## config.mk

```make
export PLATFORM = sky130hd
export DESIGN_NAME = multicycle_control_flat
export DESIGN_NICKNAME = d
export VERILOG_FILES = /design/src/rtl/multicycle_control_if.sv /design/src/rtl/multicycle_control.sv /design/src/flat_wrapper.sv
export SDC_FILE = /design/constraint.sdc
export NUM_CORES = 1
export LEC_CHECK = 0
export CAP_MARGIN = 10
export CORE_ASPECT_RATIO = 0.75
export CORE_MARGIN = 1.5
export CORE_UTILIZATION = 40
export DETAILED_ROUTE_END_ITERATION = 12
export MAX_ROUTING_LAYER = met4
export PLACE_DENSITY = 0.71
export SYNTH_ARGS = -nofsm -noshare
export SYNTH_HDL_FRONTEND = slang
export SYNTH_SLANG_ARGS = --single-unit
```

## constraint.sdc

```tcl
create_clock -name clk -period 2.96 [get_ports clk]
set_input_delay 0.592 -clock clk [delete_from_list [all_inputs] [get_ports clk]]
set_output_delay 0.592 -clock clk [all_outputs]
set_load 0.01 [all_outputs]
```

## src/rtl/multicycle_control_if.sv

```systemverilog
// Control/status bundle between the multicycle control FSM and the datapath.
// The controller owns the master modport; the datapath (or a bench) uses slave.
interface multicycle_control_if #(
  parameter int CNT_W = 32
);
  // Instruction fields and ALU status coming from the datapath
  logic [6:0]       op;
  logic [2:0]       funct3;
  logic             funct7b5;
  logic             zero;

  // Datapath enables, mux selects and ALU operation
  logic             PCWrite;
  logic             AdrSrc;
  logic             MemWrite;
  logic             IRWrite;
  logic             RegWrite;
  logic [1:0]       ResultSrc;
  logic [1:0]       ALUSrcA;
  logic [1:0]       ALUSrcB;
  logic [2:0]       ALUControl;
  logic             illegal;
  logic [CNT_W-1:0] instret;

  modport master (
    input  op, funct3, funct7b5, zero,
    output PCWrite, AdrSrc, MemWrite, IRWrite, RegWrite,
    output ResultSrc, ALUSrcA, ALUSrcB, ALUControl, illegal, instret
  );

  modport slave (
    output op, funct3, funct7b5, zero,
    input  PCWrite, AdrSrc, MemWrite, IRWrite, RegWrite,
    input  ResultSrc, ALUSrcA, ALUSrcB, ALUControl, illegal, instret
  );
endinterface

```

## src/rtl/multicycle_control.sv

```systemverilog
// Multicycle RV32I control FSM (lw, sw, R/I ALU, jal, beq, bne) with a
// retired-instruction counter. Outputs are decoded from the state register.
module multicycle_control #(
  parameter int CNT_W = 32
) (
  input  logic                 clk,
  input  logic                 reset,
  multicycle_control_if.master ctl
);

  typedef enum logic [3:0] {
    FETCH    = 4'd0,
    DECODE   = 4'd1,
    MEMADR   = 4'd2,
    MEMREAD  = 4'd3,
    MEMWB    = 4'd4,
    MEMWRITE = 4'd5,
    EXEC_R   = 4'd6,
    EXEC_I   = 4'd7,
    ALUWB    = 4'd8,
    JAL      = 4'd9,
    BRANCH   = 4'd10
  } state_t;

  localparam logic [6:0] OP_LOAD   = 7'b0000011;
  localparam logic [6:0] OP_STORE  = 7'b0100011;
  localparam logic [6:0] OP_R      = 7'b0110011;
  localparam logic [6:0] OP_I      = 7'b0010011;
  localparam logic [6:0] OP_JAL    = 7'b1101111;
  localparam logic [6:0] OP_BRANCH = 7'b1100011;

  localparam logic [2:0] ALU_ADD = 3'b000;
  localparam logic [2:0] ALU_SUB = 3'b001;
  localparam logic [2:0] ALU_AND = 3'b010;
  localparam logic [2:0] ALU_XOR = 3'b011;
  localparam logic [2:0] ALU_SLT = 3'b101;
  localparam logic [2:0] ALU_OR  = 3'b110;
  localparam logic [2:0] ALU_BAD = 3'b111;

  localparam logic [1:0] SRCA_PC    = 2'b00;
  localparam logic [1:0] SRCA_OLDPC = 2'b01;
  localparam logic [1:0] SRCA_RS1   = 2'b10;
  localparam logic [1:0] SRCB_RS2   = 2'b00;
  localparam logic [1:0] SRCB_IMM   = 2'b01;
  localparam logic [1:0] SRCB_FOUR  = 2'b10;
  localparam logic [1:0] RES_ALUOUT = 2'b00;
  localparam logic [1:0] RES_RDATA  = 2'b01;
  localparam logic [1:0] RES_ALURES = 2'b10;

  state_t           state_reg;
  state_t           state_next;
  state_t           dec_state;
  logic [CNT_W-1:0] instret_reg;
  logic [CNT_W-1:0] instret_next;
  logic             retire;

  logic             pc_write;
  logic             adr_src;
  logic             mem_write;
  logic             ir_write;
  logic             reg_write;
  logic [1:0]       result_src;
  logic [1:0]       alu_src_a;
  logic [1:0]       alu_src_b;
  logic [2:0]       alu_control;
  logic             illegal;

  logic [2:0]       funct_alu;
  logic             funct_bad;

  always_ff @(posedge clk) begin
    if (reset) begin
      state_reg   <= FETCH;
      instret_reg <= '0;
    end else begin
      state_reg   <= state_next;
      instret_reg <= instret_next;
    end
  end

  // ALU operation for R/I arithmetic; only R-type uses funct7b5 to pick sub.
  always_comb begin
    funct_alu = ALU_BAD;
    funct_bad = 1'b0;
    case (ctl.funct3)
      3'b000:  funct_alu = ((state_reg == EXEC_R) && ctl.funct7b5) ? ALU_SUB : ALU_ADD;
      3'b010:  funct_alu = ALU_SLT;
      3'b100:  funct_alu = ALU_XOR;
      3'b110:  funct_alu = ALU_OR;
      3'b111:  funct_alu = ALU_AND;
      default: begin
        funct_alu = ALU_BAD;
        funct_bad = 1'b1;
      end
    endcase
  end

  always_comb begin
    state_next  = FETCH;
    retire      = 1'b0;
    pc_write    = 1'b0;
    adr_src     = 1'b0;
    mem_write   = 1'b0;
    ir_write    = 1'b0;
    reg_write   = 1'b0;
    result_src  = 2'b00;
    alu_src_a   = 2'b00;
    alu_src_b   = 2'b00;
    alu_control = ALU_ADD;
    illegal     = 1'b0;

    // While in reset the selects look like FETCH; enables are masked below.
    dec_state = reset ? FETCH : state_reg;

    case (dec_state)
      FETCH: begin
        adr_src     = 1'b0;
        ir_write    = 1'b1;
        alu_src_a   = SRCA_PC;
        alu_src_b   = SRCB_FOUR;
        alu_control = ALU_ADD;
        result_src  = RES_ALURES;
        pc_write    = 1'b1;
        state_next  = DECODE;
      end
      DECODE: begin
        alu_src_a   = SRCA_OLDPC;
        alu_src_b   = SRCB_IMM;
        alu_control = ALU_ADD;
        case (ctl.op)
          OP_LOAD, OP_STORE: state_next = MEMADR;
          OP_R:              state_next = EXEC_R;
          OP_I:              state_next = EXEC_I;
          OP_JAL:            state_next = JAL;
          OP_BRANCH:         state_next = BRANCH;
          default: begin
            state_next = FETCH;
            illegal    = 1'b1;
          end
        endcase
      end
      MEMADR: begin
        alu_src_a   = SRCA_RS1;
        alu_src_b   = SRCB_IMM;
        alu_control = ALU_ADD;
        state_next  = ctl.op[5] ? MEMWRITE : MEMREAD;
      end
      MEMREAD: begin
        result_src = RES_ALUOUT;
        adr_src    = 1'b1;
        state_next = MEMWB;
      end
      MEMWB: begin
        result_src = RES_RDATA;
        reg_write  = 1'b1;
        retire     = 1'b1;
        state_next = FETCH;
      end
      MEMWRITE: begin
        result_src = RES_ALUOUT;
        adr_src    = 1'b1;
        mem_write  = 1'b1;
        retire     = 1'b1;
        state_next = FETCH;
      end
      EXEC_R: begin
        alu_src_a   = SRCA_RS1;
        alu_src_b   = SRCB_RS2;
        alu_control = funct_alu;
        illegal     = funct_bad;
        state_next  = ALUWB;
      end
      EXEC_I: begin
        alu_src_a   = SRCA_RS1;
        alu_src_b   = SRCB_IMM;
        alu_control = funct_alu;
        illegal     = funct_bad;
        state_next  = ALUWB;
      end
      ALUWB: begin
        result_src = RES_ALUOUT;
        reg_write  = 1'b1;
        retire     = 1'b1;
        state_next = FETCH;
      end
      JAL: begin
        alu_src_a   = SRCA_OLDPC;
        alu_src_b   = SRCB_FOUR;
        alu_control = ALU_ADD;
        result_src  = RES_ALUOUT;
        pc_write    = 1'b1;
        state_next  = ALUWB;
      end
      BRANCH: begin
        alu_src_a   = SRCA_RS1;
        alu_src_b   = SRCB_RS2;
        alu_control = ALU_SUB;
        result_src  = RES_ALUOUT;
        retire      = 1'b1;
        state_next  = FETCH;
        case (ctl.funct3)
          3'b000:  pc_write = ctl.zero;
          3'b001:  pc_write = ~ctl.zero;
          default: illegal  = 1'b1;
        endcase
      end
      default: begin
        state_next = FETCH;
      end
    endcase

    if (reset) begin
      pc_write   = 1'b0;
      mem_write  = 1'b0;
      ir_write   = 1'b0;
      reg_write  = 1'b0;
      illegal    = 1'b0;
      retire     = 1'b0;
      state_next = FETCH;
    end
  end

  // Free-running wrap at 2^CNT_W.
  assign instret_next = instret_reg + (retire ? CNT_W'(1) : CNT_W'(0));

  assign ctl.PCWrite    = pc_write;
  assign ctl.AdrSrc     = adr_src;
  assign ctl.MemWrite   = mem_write;
  assign ctl.IRWrite    = ir_write;
  assign ctl.RegWrite   = reg_write;
  assign ctl.ResultSrc  = result_src;
  assign ctl.ALUSrcA    = alu_src_a;
  assign ctl.ALUSrcB    = alu_src_b;
  assign ctl.ALUControl = alu_control;
  assign ctl.illegal    = illegal;
  assign ctl.instret    = instret_reg;

endmodule
```

## src/flat_wrapper.sv

```systemverilog
// flat-port wrapper written by rule: the top's interface ports become plain ports
module multicycle_control_flat 
#(
  parameter int CNT_W = 32
)
  (clk, reset, ctl_op, ctl_funct3, ctl_funct7b5, ctl_zero, ctl_PCWrite, ctl_AdrSrc, ctl_MemWrite, ctl_IRWrite, ctl_RegWrite, ctl_ResultSrc, ctl_ALUSrcA, ctl_ALUSrcB, ctl_ALUControl, ctl_illegal, ctl_instret);
  multicycle_control_if #(.CNT_W(CNT_W)) ctl_i ();
  input  logic clk;
  input  logic reset;
  input wire logic [$bits(ctl_i.op)-1:0] ctl_op;
  input wire logic [$bits(ctl_i.funct3)-1:0] ctl_funct3;
  input wire logic [$bits(ctl_i.funct7b5)-1:0] ctl_funct7b5;
  input wire logic [$bits(ctl_i.zero)-1:0] ctl_zero;
  output wire logic [$bits(ctl_i.PCWrite)-1:0] ctl_PCWrite;
  output wire logic [$bits(ctl_i.AdrSrc)-1:0] ctl_AdrSrc;
  output wire logic [$bits(ctl_i.MemWrite)-1:0] ctl_MemWrite;
  output wire logic [$bits(ctl_i.IRWrite)-1:0] ctl_IRWrite;
  output wire logic [$bits(ctl_i.RegWrite)-1:0] ctl_RegWrite;
  output wire logic [$bits(ctl_i.ResultSrc)-1:0] ctl_ResultSrc;
  output wire logic [$bits(ctl_i.ALUSrcA)-1:0] ctl_ALUSrcA;
  output wire logic [$bits(ctl_i.ALUSrcB)-1:0] ctl_ALUSrcB;
  output wire logic [$bits(ctl_i.ALUControl)-1:0] ctl_ALUControl;
  output wire logic [$bits(ctl_i.illegal)-1:0] ctl_illegal;
  output wire logic [$bits(ctl_i.instret)-1:0] ctl_instret;
  assign ctl_i.op = ctl_op;
  assign ctl_i.funct3 = ctl_funct3;
  assign ctl_i.funct7b5 = ctl_funct7b5;
  assign ctl_i.zero = ctl_zero;
  assign ctl_PCWrite = ctl_i.PCWrite;
  assign ctl_AdrSrc = ctl_i.AdrSrc;
  assign ctl_MemWrite = ctl_i.MemWrite;
  assign ctl_IRWrite = ctl_i.IRWrite;
  assign ctl_RegWrite = ctl_i.RegWrite;
  assign ctl_ResultSrc = ctl_i.ResultSrc;
  assign ctl_ALUSrcA = ctl_i.ALUSrcA;
  assign ctl_ALUSrcB = ctl_i.ALUSrcB;
  assign ctl_ALUControl = ctl_i.ALUControl;
  assign ctl_illegal = ctl_i.illegal;
  assign ctl_instret = ctl_i.instret;
  multicycle_control #(.CNT_W(CNT_W)) u_core (.clk(clk), .reset(reset), .ctl(ctl_i));
endmodule
```

==> impl_metrics.toml <==
[outcome]
outcome = "finished, final reports clean"

[synth]
seq_area_frac_synth_pct = 35.0
yosysWarnings = 0
yosys.cell_types.count = 47
synth_compound_area_share_pct = 14.9
synthSimpleGateAreaFrac_pct = 34.5
synthesis.nets = 273
syn_avg_cell_area_um2 = 8.04
synth_fa_ha_area_share_pct = 1.82
synth_seq_cells = 36
synth_top_family_by_area = "simple AND/OR/NAND/NOR gates"
synth-xor-area-share_pct = 7.24
mappedNetlistArea_mm2 = 0.00206
synthMuxAreaShare_pct = 2.19
syn_inst = 256

[finish]
seqCellArea_um2 = 724
fill_cells = 430
largest_reg_flops = 32
drive_gt1_share_pct = 10.9
multiInputGateArea_mm2 = 0.00125
diodes = 0
area_delta_synth_final_pct = 40.6
final_util_pct = 58.7
nNetsFinal = 336
final_area_mm2 = 0.00289
instances_no_fill = 380

[setup_path]
crit_slowest_cell = "clkdlybuf4s50_1"
crit_fanout = 3
cp_top_family = "buffers and inverters"
ff2ff_setup_slack_ns = 0.29
crit_buf_inv = 2
cp_data_arrival_time_ns = 2.27
reg2reg_depth = 10
start_kind = "input port"
cp-end-kind = "output pin"
cpPeakStageDelay_ns = 0.52
r2r-end = "u_core.ctl.instret[21]"
path_class = "input port to output pin"
crit_required_ns = 2.37
r2r-start = "u_core.state_reg[3]"
crit_chain = "clkdlybuf4s50_1 > and3b_1 > and3_1 > o21bai_1 > a22o_1 > clkdlybuf4s50_1"
crit_top_cell = "clkdlybuf4s50_1"
crit_start = "ctl_op[4]"

[pwr]
p_int_w = 0.000827
p_sw_share_pct = 21.0
p_comb_share_pct = 7.8
p_seq_share_pct = 46.8
irDropWorstVdd_uv = 250
power_density_mw_per_mm2 = 362
p_sw_w = 0.000220
power_frac_clock_pct = 45.3
power.leakage_nw = 1.02

[clock_tree]
postCtsHoldBufs = 0
cts_setup_buffers = 0
htree_levels = 2
path_clk_slew_ns = 0.07
cts_root_buffer = "clkbuf_8"
cts_tree = "built"
insertion_delay_ns = 0.28
cts_max_path_buffers = 2
cts_buffers = 5
clkSinkCount = 36

[detailed_routing]
post_drt_wl_per_cell_um = 13.4
drtPass1Iterations = 4
vias_per_cell = 5.53
ant_nets = 0
drc = 0
vias = 2102
drt_iter0_markers = 64
routed_wl_mm = 5.09

[die]
rows = 22
fp.dieH_um = 65.1
die_x_um = 85.8
die_area_mm2 = 0.00559
start_util_pct = 41.7
io_pins = 61
fp.coreArea_mm2 = 0.00493

[global_routing]
gr-usage-all-layers_pct = 19.8
grt_util_met1_pct = 28.0
grt_overflow = 0
antenna_found_initial = 0
grt_util_met2_pct = 29.5
grt_pass1_vias = 1903
top_usage_layer = "met2"
grt_pass1_wl_mm = 8.80
use_met3_pct = 4.27
grt_max_degree = 37

[placement]
hpwlAfterDp_mm = 3.75
placedCellCount = 372
dpl-instance-area_mm2 = 0.00275
io_buffer_count = 60
place_ws_ns = -0.00387
gp_congestion = 0.854

[sta]
hold_viol_final = 0
maxSlewHeadroom_pct = 71.5
max_freq_ghz = 0.349
final-setup-viol-count = 0
setup_slack_ns = 0.0946
fin_crit_ns = 2.87
finalMaxSlewViolations = 0
tightestPinTransition_ns = 0.417
rsz0062_at_grt = "false"
finalCritPeriodShare_pct = 96.8
skew_ns = 0.00574

[min_path]
hold_depth = 2
min_from = "u_core.ctl.instret[31]"
min_to = "u_core.ctl.instret[31]"
hp-class = "flip-flop to flip-flop"

[job]
drv_cap = 0
-- cells in the mapped netlist (all sizes together) --
cell | n | share of area (%)
nand4 | 7 | 2.9
o31ai | 6 | 2.2
o22ai | 1 | 0.30
mux2 | 4 | 2.2
o21ai | 11 | 2.7
a41o | 1 | 0.49
a22o | 1 | 0.43
ha | 3 | 1.8
nor4 | 7 | 2.1
or4 | 7 | 2.6
and4 | 4 | 1.7
dfxtp | 36 | 35
nor3 | 12 | 2.9
nand4b | 1 | 0.43
or4b | 1 | 0.49
nor2 | 31 | 5.7
o21bai | 1 | 0.37
or3 | 6 | 1.8
nand2 | 14 | 2.6
clkbuf | 10 | 1.8
a32oi | 1 | 0.43
a2111oi | 2 | 0.85
a211oi | 1 | 0.37
o21a | 1 | 0.37
and2 | 1 | 0.30
xor2 | 7 | 3.0
and4b | 1 | 0.49
o2bb2ai | 1 | 0.43
or3b | 1 | 0.43
nand3b | 2 | 0.73
o41ai | 3 | 1.3
and3b | 1 | 0.43
a21bo | 1 | 0.49
and3 | 2 | 0.61
nand2b | 5 | 1.5
or2 | 2 | 0.61
nand3 | 15 | 3.9
o311ai | 2 | 0.85
a21oi | 14 | 3.4
xnor2 | 10 | 4.3
inv | 6 | 1.1
buf | 5 | 1.3
nor2b | 8 | 2.4
-- placed cells by master, fill, tap and decap left out, types with 3 or more instances in the layout --
master and count:
mux2_2 4, o31ai_1 6, nor2b_1 8, nand2b_1 5, or3_1 6, nor3_1 12
nand4_1 6, o21ai_0 11, dfxtp_2 3, clkdlybuf4s50_1 57, nor4_1 7, dfxtp_1 33
clkbuf_8 7, or4_1 7, xnor2_1 10, ha_1 3, nand2_1 14, xor2_1 7
nand3_1 14, nor2_1 29, inv_1 6, a21oi_1 14, o41ai_1 3, and4_1 4
dlymetal6s2s_1 3, buf_4 11
-- power by group through the flow --
stage               clock network, W  logic (W)  registers [W]
finish                      0.000475  0.0000818       0.000490
global route                0.000503  0.0000903       0.000491
CTS                         0.000483  0.0000819       0.000490
detailed placement                 0  0.0000814       0.000501
global placement                   0  0.0000810       0.000501
floorplan                          0  0.0000384       0.000498
-- stage by stage --
stage / TNS, ns / hold slack [ns] / power (W)
2_1_floorplan: 0 / 0.496 / 0.000536
3_3_place_gp: 0 / 0.461 / 0.000582
3_5_place_dp: -0.00387 / 0.473 / 0.000583
4_1_cts: 0 / 0.485 / 0.00105
5_1_grt: 0 / 0.510 / 0.00108
6_report: 0 / 0.486 / 0.00105
-- cell families (layout without fill, tap and decap cells) --
family	after synthesis	count (layout)
mux	4	4
fa+ha+maj	3	3
compound gates	47	47
simple gates	128	128
xor+xnor	17	17
buf+inv	21	85
flops	36	36
-- worst max path at each step --
stage | end | slack, ns | cells past startpoint
after floorplan | u_core.ctl.instret[16] | 0.09 | 10
after global placement | u_core.ctl.instret[21] | 0.04 | 8
after detailed placement | u_core.ctl.instret[21] | -0.004 | 8
after CTS | ctl_PCWrite | 0.01 | 6
after global routing | ctl_illegal | 0.02 | 6
final | ctl_illegal | 0.09 | 6
-- tightest hold or removal path, delay by kind of cell (launching register included) --
| family | cells | cell delay, ns |
|---|---|---|
| AOI/OAI and AO/OA | 2 | 0.12 |
| DFF | 1 | 0.32 |
-- cell type report --
cell class,count,share of cell area [%]
well taps,60,2.60
multi-input cells,199,43.3
repair buffers,71,23.9
flip-flops and latches,36,25.0
inverters,6,0.779
clock inverters,1,1.04
clock buffers,7,3.33
-- timing repair --
| action | 4_1_cts | 5_1_grt |
|---|---|---|
| endpoints found under the hold margin | 0 | 0 |
| resized for setup | 0 | 8 |
| setup endpoints to repair | 0 | 6 |
-- metal layers --
metal / part of all wire, % / vias up
li1: - / 1061
met1: 52 / 996
met2: 44 / 41
met3: 3.5 / 4
met4: 0.57 / 0
met5: 0 / -
(Power assumes the default switching activity.)
